--- src/rtl/uart_tx_arbiter_if.sv ---
// Requester handshake and transmitter-facing signals of the shared UART transmit arbiter.
// master is the arbiter side; slave is the requesters plus the transmitter.
interface uart_tx_arbiter_if #(
    parameter int N_REQ  = 4,
    parameter int DATA_W = 8,
    parameter int GID_W  = $clog2(N_REQ)
);
    logic [N_REQ-1:0]        req_valid;
    logic [N_REQ*DATA_W-1:0] req_data;
    logic [N_REQ-1:0]        req_ready;
    logic                    tx_start;
    logic [DATA_W-1:0]       tx_data;
    logic                    tx_done;
    logic                    grant_valid;
    logic [GID_W-1:0]        grant_id;
    logic                    timeout_err;

    modport master (
        input  req_valid, req_data, tx_done,
        output req_ready, tx_start, tx_data, grant_valid, grant_id, timeout_err
    );

    modport slave (
        output req_valid, req_data, tx_done,
        input  req_ready, tx_start, tx_data, grant_valid, grant_id, timeout_err
    );
endinterface

--- src/rtl/uart_tx_arbiter.sv ---
// Round-robin arbiter sharing one UART transmitter among N_REQ byte producers,
// with a watchdog that reclaims the transmitter if frame completion never arrives.
module uart_tx_arbiter #(
    parameter int N_REQ          = 4,
    parameter int DATA_W         = 8,
    parameter int TIMEOUT_CYCLES = 60000,
    parameter int GID_W          = $clog2(N_REQ)
) (
    input  logic              clk,
    input  logic              rst,
    uart_tx_arbiter_if.master bus
);
    localparam int               CNT_W    = $clog2(TIMEOUT_CYCLES) + 1;
    localparam logic [CNT_W-1:0] CNT_LAST = CNT_W'(TIMEOUT_CYCLES - 1);
    localparam logic [CNT_W-1:0] CNT_SAT  = CNT_W'(TIMEOUT_CYCLES);
    localparam logic [GID_W-1:0] GID_LAST = GID_W'(N_REQ - 1);

    typedef enum logic [1:0] {
        ST_IDLE      = 2'd0,
        ST_START     = 2'd1,
        ST_WAIT_DONE = 2'd2
    } state_t;

    state_t             state_r, state_s;
    logic [GID_W-1:0]   last_grant_r, last_grant_s;
    logic [CNT_W-1:0]   cnt_r, cnt_s, cnt_inc_s;
    logic [N_REQ-1:0]   req_ready_r, req_ready_s;
    logic               tx_start_r, tx_start_s;
    logic [DATA_W-1:0]  tx_data_r, tx_data_s;
    logic               grant_valid_r, grant_valid_s;
    logic [GID_W-1:0]   grant_id_r, grant_id_s;
    logic               timeout_err_r, timeout_err_s;
    logic [GID_W-1:0]   pick_s;
    logic [DATA_W-1:0]  req_byte_s [N_REQ];

    // First pending requester scanning upward from the one after the last grant, wrapping.
    function automatic logic [GID_W-1:0] rr_pick(input logic [N_REQ-1:0] valid,
                                                 input logic [GID_W-1:0] last);
        logic [GID_W-1:0] pick;
        logic [GID_W-1:0] cand;
        logic             found;
        pick  = {GID_W{1'b0}};
        found = 1'b0;
        for (int k = 1; k <= N_REQ; k++) begin
            cand = GID_W'((int'(last) + k) % N_REQ);
            if (!found && valid[cand]) begin
                pick  = cand;
                found = 1'b1;
            end else begin
                found = found;
            end
        end
        return pick;
    endfunction

    for (genvar g = 0; g < N_REQ; g++) begin : g_bytes
        assign req_byte_s[g] = bus.req_data[g*DATA_W +: DATA_W];
    end

    assign pick_s    = rr_pick(bus.req_valid, last_grant_r);
    assign cnt_inc_s = (cnt_r >= CNT_SAT) ? cnt_r : cnt_r + CNT_W'(1);

    // Next-state and next-output logic; every output is registered below.
    always_comb begin
        state_s       = state_r;
        last_grant_s  = last_grant_r;
        cnt_s         = cnt_r;
        req_ready_s   = {N_REQ{1'b0}};
        tx_start_s    = 1'b0;
        tx_data_s     = tx_data_r;
        grant_valid_s = 1'b0;
        grant_id_s    = grant_id_r;
        timeout_err_s = 1'b0;
        case (state_r)
            ST_IDLE: begin
                if (|bus.req_valid) begin
                    state_s             = ST_START;
                    grant_id_s          = pick_s;
                    tx_data_s           = req_byte_s[pick_s];
                    cnt_s               = {CNT_W{1'b0}};
                    req_ready_s[pick_s] = 1'b1;
                    tx_start_s          = 1'b1;
                    grant_valid_s       = 1'b1;
                end else begin
                    state_s = ST_IDLE;
                end
            end
            ST_START: begin
                state_s       = ST_WAIT_DONE;
                cnt_s         = cnt_inc_s;
                grant_valid_s = 1'b1;
            end
            ST_WAIT_DONE: begin
                // A completion arriving on the expiry cycle beats the watchdog.
                if (bus.tx_done) begin
                    state_s      = ST_IDLE;
                    last_grant_s = grant_id_r;
                end else if (cnt_r == CNT_LAST) begin
                    state_s       = ST_IDLE;
                    last_grant_s  = grant_id_r;
                    timeout_err_s = 1'b1;
                end else begin
                    cnt_s         = cnt_inc_s;
                    grant_valid_s = 1'b1;
                end
            end
            default: begin
                state_s = ST_IDLE;
            end
        endcase
    end

    // State and output registers with synchronous reset.
    always_ff @(posedge clk) begin
        if (rst) begin
            state_r       <= ST_IDLE;
            last_grant_r  <= GID_LAST;
            cnt_r         <= {CNT_W{1'b0}};
            req_ready_r   <= {N_REQ{1'b0}};
            tx_start_r    <= 1'b0;
            tx_data_r     <= {DATA_W{1'b0}};
            grant_valid_r <= 1'b0;
            grant_id_r    <= {GID_W{1'b0}};
            timeout_err_r <= 1'b0;
        end else begin
            state_r       <= state_s;
            last_grant_r  <= last_grant_s;
            cnt_r         <= cnt_s;
            req_ready_r   <= req_ready_s;
            tx_start_r    <= tx_start_s;
            tx_data_r     <= tx_data_s;
            grant_valid_r <= grant_valid_s;
            grant_id_r    <= grant_id_s;
            timeout_err_r <= timeout_err_s;
        end
    end

    assign bus.req_ready   = req_ready_r;
    assign bus.tx_start    = tx_start_r;
    assign bus.tx_data     = tx_data_r;
    assign bus.grant_valid = grant_valid_r;
    assign bus.grant_id    = grant_id_r;
    assign bus.timeout_err = timeout_err_r;
endmodule

--- src/flat_wrapper.sv ---
// flat-port wrapper written by rule: the top's interface ports become plain ports
module uart_tx_arbiter_flat 
#(
    parameter int N_REQ          = 4,
    parameter int DATA_W         = 8,
    parameter int TIMEOUT_CYCLES = 60000,
    parameter int GID_W          = $clog2(N_REQ)
)
  (clk, rst, bus_req_valid, bus_req_data, bus_tx_done, bus_req_ready, bus_tx_start, bus_tx_data, bus_grant_valid, bus_grant_id, bus_timeout_err);
  uart_tx_arbiter_if #(.N_REQ(N_REQ), .DATA_W(DATA_W), .GID_W(GID_W)) bus_i ();
  input  logic clk;
  input  logic rst;
  input wire logic [$bits(bus_i.req_valid)-1:0] bus_req_valid;
  input wire logic [$bits(bus_i.req_data)-1:0] bus_req_data;
  input wire logic [$bits(bus_i.tx_done)-1:0] bus_tx_done;
  output wire logic [$bits(bus_i.req_ready)-1:0] bus_req_ready;
  output wire logic [$bits(bus_i.tx_start)-1:0] bus_tx_start;
  output wire logic [$bits(bus_i.tx_data)-1:0] bus_tx_data;
  output wire logic [$bits(bus_i.grant_valid)-1:0] bus_grant_valid;
  output wire logic [$bits(bus_i.grant_id)-1:0] bus_grant_id;
  output wire logic [$bits(bus_i.timeout_err)-1:0] bus_timeout_err;
  assign bus_i.req_valid = bus_req_valid;
  assign bus_i.req_data = bus_req_data;
  assign bus_i.tx_done = bus_tx_done;
  assign bus_req_ready = bus_i.req_ready;
  assign bus_tx_start = bus_i.tx_start;
  assign bus_tx_data = bus_i.tx_data;
  assign bus_grant_valid = bus_i.grant_valid;
  assign bus_grant_id = bus_i.grant_id;
  assign bus_timeout_err = bus_i.timeout_err;
  uart_tx_arbiter #(.N_REQ(N_REQ), .DATA_W(DATA_W), .TIMEOUT_CYCLES(TIMEOUT_CYCLES), .GID_W(GID_W)) u_core (.clk(clk), .rst(rst), .bus(bus_i));
endmodule
--- config.mk ---
export PLATFORM = sky130hd
export DESIGN_NAME = uart_tx_arbiter_flat
export DESIGN_NICKNAME = d
export VERILOG_FILES = /design/src/rtl/uart_tx_arbiter_if.sv /design/src/rtl/uart_tx_arbiter.sv /design/src/flat_wrapper.sv
export SDC_FILE = /design/constraint.sdc
export NUM_CORES = 1
export LEC_CHECK = 0
export ABC_AREA = 1
export BUFFER_PORTS_ARGS = -buffer_cell sky130_fd_sc_hd__buf_2
export CAP_MARGIN = 30
export CORE_ASPECT_RATIO = 0.6
export CORE_MARGIN = 2
export CORE_UTILIZATION = 35
export CTS_CLUSTER_DIAMETER = 80
export DETAILED_ROUTE_END_ITERATION = 8
export GPL_TIMING_DRIVEN = 0
export RECOVER_POWER = 50
export REMOVE_ABC_BUFFERS = 1
export SLEW_MARGIN = 10
export SYNTH_ARGS = -nofsm -noshare
export SYNTH_HDL_FRONTEND = slang
export SYNTH_SLANG_ARGS = --single-unit
--- constraint.sdc ---
create_clock -name clk -period 2.3 [get_ports clk]
set_input_delay 0.115 -clock clk [delete_from_list [all_inputs] [get_ports clk]]
set_output_delay 0.115 -clock clk [all_outputs]
set_load 0.05 [all_outputs]
==> results.py, run 1 <==
metrics = {
    "run_status": {
        "outcome": "completed",
    },
    "global_routing": {
        "grt_pass1_wl_um": 11200,
        "overflow": 0,
        "track_usage": 0.168,
        "grt_max_degree": 31,
        "grt_pass1_vias": 2449,
        "antenna_found_initial": 0,
    },
    "power": {
        "power_frac_seq": 0.338,
        "p_sw_frac": 0.393,
        "peakVddDrop_mv": 0.316,
        "internal_power_mw": 1.37,
        "switching_power_uw": 889,
        "power_frac_comb": 0.358,
        "power_leakage_nw": 1.43,
        "clkPwrFrac": 0.303,
        "powerDensity_nw_per_um2": 732,
    },
    "finish": {
        "n_antenna_cell": 0,
        "drive_gt1_frac": 0.177,
        "num-nets-final": 502,
        "syn_to_final_growth_pct": 18.7,
        "stdcell_count": 562,
    },
    "die": {
        "die_area_um2": 8160,
        "initial_core_util": 0.360,
        "rows": 24,
        "num_io_pins": 56,
        "die_w_um": 115,
        "die_h_um": 70.8,
        "core_um2": 7240,
    },
    "logic_synthesis": {
        "synth_edf_count": 0,
        "synth_area_leaders": "dfxtp_1, nand2_1, nand3_1",
        "yosysWarnings": 0,
        "yosysSeqAreaShare": 0.292,
        "syn_area_um2": 2600,
        "ys_ff_latch": 38,
        "syn_inst": 409,
        "synth_cell_type_count": 32,
        "synth.top_cell.area_share": 0.292,
        "postSynthAreaPerCell_um2": 6.36,
        "ys.flop_type": "dfxtp_1",
        "async_reset_ff_frac": 0,
        "yosys.area.top_type": "dfxtp_1",
    },
    "critical_path": {
        "r2r_end": "u_core.cnt_r[5]$_SDFFE_PP0P_",
        "critPathMaxStageDelay_ns": 0.49,
        "r2r_slack_ns": 0.17,
        "worst_setup_path_start_kind": "flop",
        "end_kind": "flop",
        "worstPathRequired_ns": 2.50,
        "startpoint": "u_core.cnt_r[0]$_SDFFE_PP0P_",
        "path_class": "reg2reg",
        "path_max_fanout": 10,
        "cp_slowest_cell": "a21oi_1",
        "reg2reg_depth": 9,
        "path_cells": "ha_1, nand3_1, nor3_1, nand2_1, nand2_1, a21oi_1, buf_4, nand4_1, a21oi_1",
        "endpoint": "u_core.cnt_r[5]$_SDFFE_PP0P_",
        "regToRegStartpoint": "u_core.cnt_r[0]$_SDFFE_PP0P_",
        "crit_arrival_ns": 2.33,
    },
    "min_path": {
        "holdPathStages": 2,
        "hold_class": "in2reg",
    },
    "routing": {
        "vias": 2691,
        "drtAntennaViolNets": 0,
        "wl_per_cell_um": 11.9,
        "drt-initial-drc-count": 230,
        "drt_wl_total_um": 6670,
        "firstDrtPassIters": 5,
        "routed_via_density": 4.79,
        "drc": 0,
    },
    "place": {
        "placed_cells": 553,
        "io_buffers": 55,
        "dp_hpwl_um": 5000,
        "gp_congestion": 0.944,
    },
    "cts": {
        "clock_latency_ns": 0.28,
        "cts_root_buf": "clkbuf_16",
        "cts_tree": "built",
        "clkTransAtPathRegs_ns": 0.06,
        "cts.htree.levels": 2,
        "clock_path_buffers": 2,
        "numCtsBuffers": 5,
        "cts.sinks": 38,
    },
    "sta": {
        "slew_viol_final": 0,
        "period_minus_slack_ns": 2.13,
        "finalHoldViolations": 0,
        "fmax_ghz": 0.469,
        "period_share": 0.927,
        "fin_hold_ws_ns": 0.0211,
        "setup_viol": 0,
        "worstMarginPinSlew_ns": 0.650,
        "finalClockSkew_ns": 0.00538,
        "max_slew_margin": 0.568,
    },
    "flow_run": {
        "cap_violations": 0,
    },
}
## Yosys cell counts, types with 2 or more instances
cell      count
nand3_1      55
nor4_1        4
or2_2         2
buf_6         2
inv_2         4
nand2_1     119
o21ai_0       3
nand2_2      13
nand2_4       5
inv_1        37
xnor2_1       2
dfxtp_1      38
xor2_1        9
nor3_1        8
ha_1          6
nand4_1      12
clkbuf_1      7
buf_4         2
nor2_1       43
buf_2         5
a21oi_1      22
## logic make-up after synthesis
logic type      synth area share
compound gates            0.0663
xor+xnor                  0.0370
buf+inv                    0.100
fa+ha+maj                 0.0288
flops                      0.292
simple gates               0.475
## state kept, by name (all words and copies together), names as in the netlist
| name | flops |
|---|---|
| u_core.bus.grant_valid | 1 |
| u_core.bus.tx_data | 8 |
| u_core.cnt_r | 17 |
| u_core.state_r | 2 |
| u_core.bus.grant_id | 2 |
| u_core.bus.req_ready | 4 |
| u_core.last_grant_r | 2 |
| u_core.bus.timeout_err | 1 |
| u_core.bus.tx_start | 1 |
## stage by stage
stage / setup WS (ns) / TNS, ns / power [mW] / instance area, um2 / util
2_1_floorplan: 0.361 / 0 / 1.37 / 2500 / -
3_3_place_gp: -0.130 / -1.36 / 1.57 / 2900 / 0.401
3_5_place_dp: -0.188 / -0.473 / 1.59 / 2920 / 0.403
4_1_cts: 0.0263 / 0 / 2.28 / 3070 / 0.424
5_1_grt: -0.00423 / -0.00423 / 2.41 / 3090 / 0.427
6_report: 0.169 / 0 / 2.26 / 3090 / 0.427
## final cells by class
type / count / area [um2]
Tap cell: 104 / 130
Clock inverter: 1 / 5.00
Multi-Input combinational cell: 312 / 1600
Sequential cell: 38 / 762
Inverter: 42 / 158
Fill cell: 770 / 4150
Clock buffer: 7 / 143
Timing Repair Buffer: 58 / 289
## routing by layer
layer  track usage  up-vias  wire [um]
li1              -     1406          -
met1         0.253     1189       3490
met2         0.239       92       2550
met3        0.0463        4        596
met4        0.0335        0         33
met5             0        -          0
## cell usage in the layout, fill, tap and decap left out, types with 5 or more instances in the layout
| cell | n |
|---|---|
| nand2_1 | 117 |
| nand3_1 | 55 |
| nor2_1 | 43 |
| buf_2 | 38 |
| inv_1 | 37 |
| dfxtp_1 | 37 |
| a21oi_1 | 22 |
| clkbuf_1 | 18 |
| nand2_2 | 15 |
| nand4_1 | 12 |
| xor2_1 | 9 |
| nor3_1 | 8 |
| ha_1 | 6 |
| clkbuf_16 | 5 |
## how the worst min path moves through the flow
| stage | from | slack [ns] | endpoint |
|---|---|---|---|
| 3_5_place_dp | bus_tx_done | 0.31 | u_core.bus.timeout_err$_SDFF_PP0_ |
| 5_1_grt | bus_tx_done | 0.02 | u_core.bus.timeout_err$_SDFF_PP0_ |
| 2_1_floorplan | rst | 0.18 | u_core.cnt_r[0]$_SDFFE_PP0P_ |
| 3_3_place_gp | bus_tx_done | 0.31 | u_core.bus.timeout_err$_SDFF_PP0_ |
| 6_report | bus_tx_done | 0.02 | u_core.bus.timeout_err$_SDFF_PP0_ |
| 4_1_cts | bus_tx_done | 0.02 | u_core.bus.timeout_err$_SDFF_PP0_ |
## repair_timing
action / CTS / global route
setup buffers: 0 / 1
gates resized for setup: 2 / 3
pin swaps: 0 / 0
hold buffers: 0 / 0
setup endpoints to repair: 9 / 15
## critical path, delay by kind of cell (launching register included)
kind                     cells  cell delay [ns]
AO/OA/AOI/OAI                2             0.64
adder cells (fa/ha/maj)      1             0.28
flip-flops                   1             0.34
AND/OR/NAND/NOR              5             0.50
buffers and inverters        1             0.28
## power by group through the flow
stage | logic, mW | registers (mW) | clock network, mW
final | 0.810 | 0.765 | 0.686
after global routing | 0.897 | 0.771 | 0.738
after CTS | 0.813 | 0.764 | 0.707
after detailed placement | 0.808 | 0.777 | 0
after global placement | 0.790 | 0.776 | 0
after floorplan | 0.419 | 0.949 | 0
(Power assumes the default switching activity.)
==> inputs of run 2 (changes only) <==
--- a/config.mk
+++ b/config.mk
@@ -6,9 +6,9 @@
 export NUM_CORES = 1
 export LEC_CHECK = 0
 export ABC_AREA = 1
-export BUFFER_PORTS_ARGS = -buffer_cell sky130_fd_sc_hd__buf_2
-export CAP_MARGIN = 30
-export CORE_ASPECT_RATIO = 0.6
+export BUFFER_PORTS_ARGS = -buffer_cell sky130_fd_sc_hd__clkbuf_2
+export CAP_MARGIN = 25
+export CORE_ASPECT_RATIO = 1.2
 export CORE_MARGIN = 2
 export CORE_UTILIZATION = 35
 export CTS_CLUSTER_DIAMETER = 80
==> run 2 against run 1 <==
Clock power fell by 14%; sequential share of layout area grew 0.22 points; largest power group unchanged; power fell by 4.3%; global-route usage down 0.34 points; first-iteration DRC count fell by 46%; worst setup slack gained 0.078 ns; critical endpoint is now u_core.bus.tx_data[1]$_SDFFE_PP0P_; flip-flop and latch count stayed put; highest routed layer unchanged; clock skew rose by 0.0045 ns; cell count shrank 2.3%; largest cell class unchanged; critical path type unchanged; via count fell by 1.1%; core utilization is 0.35 points lower; fmax grew 3.8%.
==> results.py, run 2 (synthesized netlist as in run 1, its figures left out) <==
metrics = {
    "cts": {
        "numCtsBuffers": 5,
        "clkTransAtPathRegs_ns": 0.08,
        "cts.htree.levels": 2,
        "cts_root_buf": "clkbuf_8",
        "clock_latency_ns": 0.30,
        "clock_path_buffers": 2,
        "cts.sinks": 38,
        "cts_tree": "built",
    },
    "critical_path": {
        "path_class": "reg2reg",
        "r2r_end": "u_core.bus.tx_data[1]$_SDFFE_PP0P_",
        "path_max_fanout": 18,
        "crit_arrival_ns": 2.25,
        "regToRegStartpoint": "u_core.last_grant_r[0]$_SDFFE_PP1P_",
        "end_kind": "flop",
        "reg2reg_depth": 15,
        "r2r_slack_ns": 0.25,
        "worst_setup_path_start_kind": "flop",
        "worstPathRequired_ns": 2.50,
    },
    "die": {
        "die_w_um": 82.7,
        "die_area_um2": 8140,
        "core_um2": 7230,
        "rows": 34,
        "die_h_um": 98.5,
        "initial_core_util": 0.360,
        "num_io_pins": 56,
    },
    "finish": {
        "stdcell_count": 549,
        "top_register": "u_core.cnt_r",
        "drive_gt1_frac": 0.181,
        "largest_reg_flops": 17,
        "syn_to_final_growth_pct": 17.6,
        "post-route-util": 0.423,
        "n_antenna_cell": 0,
        "final_common_cell": "nand2_1",
        "num-nets-final": 504,
        "n_fill_cell": 825,
        "final_cell_mix": "nand2_1, nand3_1, nor2_1",
    },
    "sta": {
        "period_share": 0.893,
        "setup_viol": 0,
        "rsz0062_at_grt": "no",
        "slew_viol_final": 0,
        "fin_ws_ns": 0.247,
        "period_minus_slack_ns": 2.05,
        "max_slew_margin": 0.477,
        "fin_setup_tns_ns": 0,
        "fmax_ghz": 0.487,
        "finalClockSkew_ns": 0.00986,
        "worstMarginPinSlew_ns": 0.782,
        "finalHoldViolations": 0,
    },
    "power": {
        "peakVddDrop_mv": 0.393,
        "power.total_mw": 2.16,
        "powerDensity_nw_per_um2": 706,
        "power_leakage_nw": 1.43,
    },
    "global_routing": {
        "grt_pass1_vias": 2528,
        "grt_max_degree": 31,
        "overflow": 0,
        "track_usage": 0.165,
        "antenna_found_initial": 0,
        "grt_pass1_wl_um": 10800,
    },
    "routing": {
        "routed_via_density": 4.85,
        "wl_per_cell_um": 11.4,
        "vias": 2662,
        "drt-initial-drc-count": 124,
        "drt_wl_total_um": 6280,
        "drtAntennaViolNets": 0,
        "drc": 0,
        "firstDrtPassIters": 4,
    },
    "min_path": {
        "holdPathEnd": "u_core.bus.tx_data[6]$_SDFFE_PP0P_",
        "holdPathStages": 7,
        "hold_class": "in2reg",
        "hold_start": "bus_req_data[30]",
    },
    "place": {
        "io_buffers": 55,
        "dp_hpwl_um": 4710,
        "dp_slack_ns": -0.105,
        "gp_congestion": 0.839,
        "placed_cells": 539,
    },
    "run_status": {
        "outcome": "completed",
    },
    "flow_run": {
        "cap_violations": 0,
    },
}
==> run 2: cell count changes in the layout (fill, tap and decap cells not counted), sizes merged <==
cell	change
clkinv	-1
clkbuf	+37
buf	-38
nand2	+1
dlygate4sd3	+1
bufinv	+1
==> run 2: metal layers <==
metal | share of wire | track usage | routed length [um] | vias up
met5 | 0 | 0 | 0 | -
met4 | 0.011 | 0.0479 | 72 | 0
met3 | 0.050 | 0.0403 | 317 | 6
met2 | 0.49 | 0.283 | 3080 | 59
met1 | 0.45 | 0.200 | 2810 | 1185
li1 | - | - | - | 1412
==> run 2: worst max-delay path by stage <==
stage                                             start                                 end  slack [ns]  depth (start not counted)
detailed placement       u_core.state_r[0]$_SDFFE_PP0P_       u_core.cnt_r[10]$_SDFFE_PP0P_       -0.10                          6
global route        u_core.last_grant_r[0]$_SDFFE_PP1P_  u_core.bus.tx_data[7]$_SDFFE_PP0P_        0.02                         14
global placement         u_core.state_r[0]$_SDFFE_PP0P_  u_core.bus.req_ready[1]$_SDFF_PP0_       -0.14                          8
floorplan           u_core.last_grant_r[0]$_SDFFE_PP1P_  u_core.bus.tx_data[2]$_SDFFE_PP0P_        0.36                         15
CTS                      u_core.state_r[0]$_SDFFE_PP0P_       u_core.cnt_r[10]$_SDFFE_PP0P_        0.09                          6
finish              u_core.last_grant_r[0]$_SDFFE_PP1P_  u_core.bus.tx_data[1]$_SDFFE_PP0P_        0.25                         15
==> run 2: worst max-delay path, stage by stage, from the launching register on <==
cell and delay (ns):
dfxtp_2 0.49, inv_2 0.13, nand2_1 0.10, nand2_1 0.08, nand2_2 0.11, nand2_4 0.08, nor2_8 0.12, nand2_2 0.08
nand2_4 0.21, nand2_4 0.16, nand2_2 0.08, nand2_1 0.04, nand2_1 0.05, nand3_1 0.08, nand2_1 0.09, inv_1 0.04
==> run 2: timing repair <==
| action | CTS | global route |
|---|---|---|
| cloned | 0 | 1 |
| pin swaps | 0 | 1 |
| buffers inserted | 0 | 1 |
| hold endpoints to repair | 1 | 0 |
| hold buffers | 1 | 0 |
| endpoints found under the setup margin | 9 | 11 |
| resized for setup | 2 | 4 |
==> run 2: final cells by class <==
class	count	area [um2]	share of cell area
multi-input combinational	313	1620	0.528
sequential	38	762	0.249
timing repair buffer	59	299	0.0977
inverter	42	158	0.0515
tap	90	113	0.0368
clock buffer	6	82.6	0.0270
clock inverter	1	30.0	0.00981
==> run 2: through the flow <==
step / hold WS [ns] / cell area, um2
2_1_floorplan: 0.184 / 2500
3_3_place_gp: 0.318 / 2890
3_5_place_dp: 0.310 / 2900
4_1_cts: 0.196 / 3030
5_1_grt: 0.236 / 3060
6_report: 0.203 / 3060
==> run 2: power breakdown <==
| part | switching (mW) | internal, mW |
|---|---|---|
| registers | 0.0399 | 0.722 |
| clock network | 0.239 | 0.347 |
| logic | 0.588 | 0.226 |
| total | 0.867 | 1.30 |
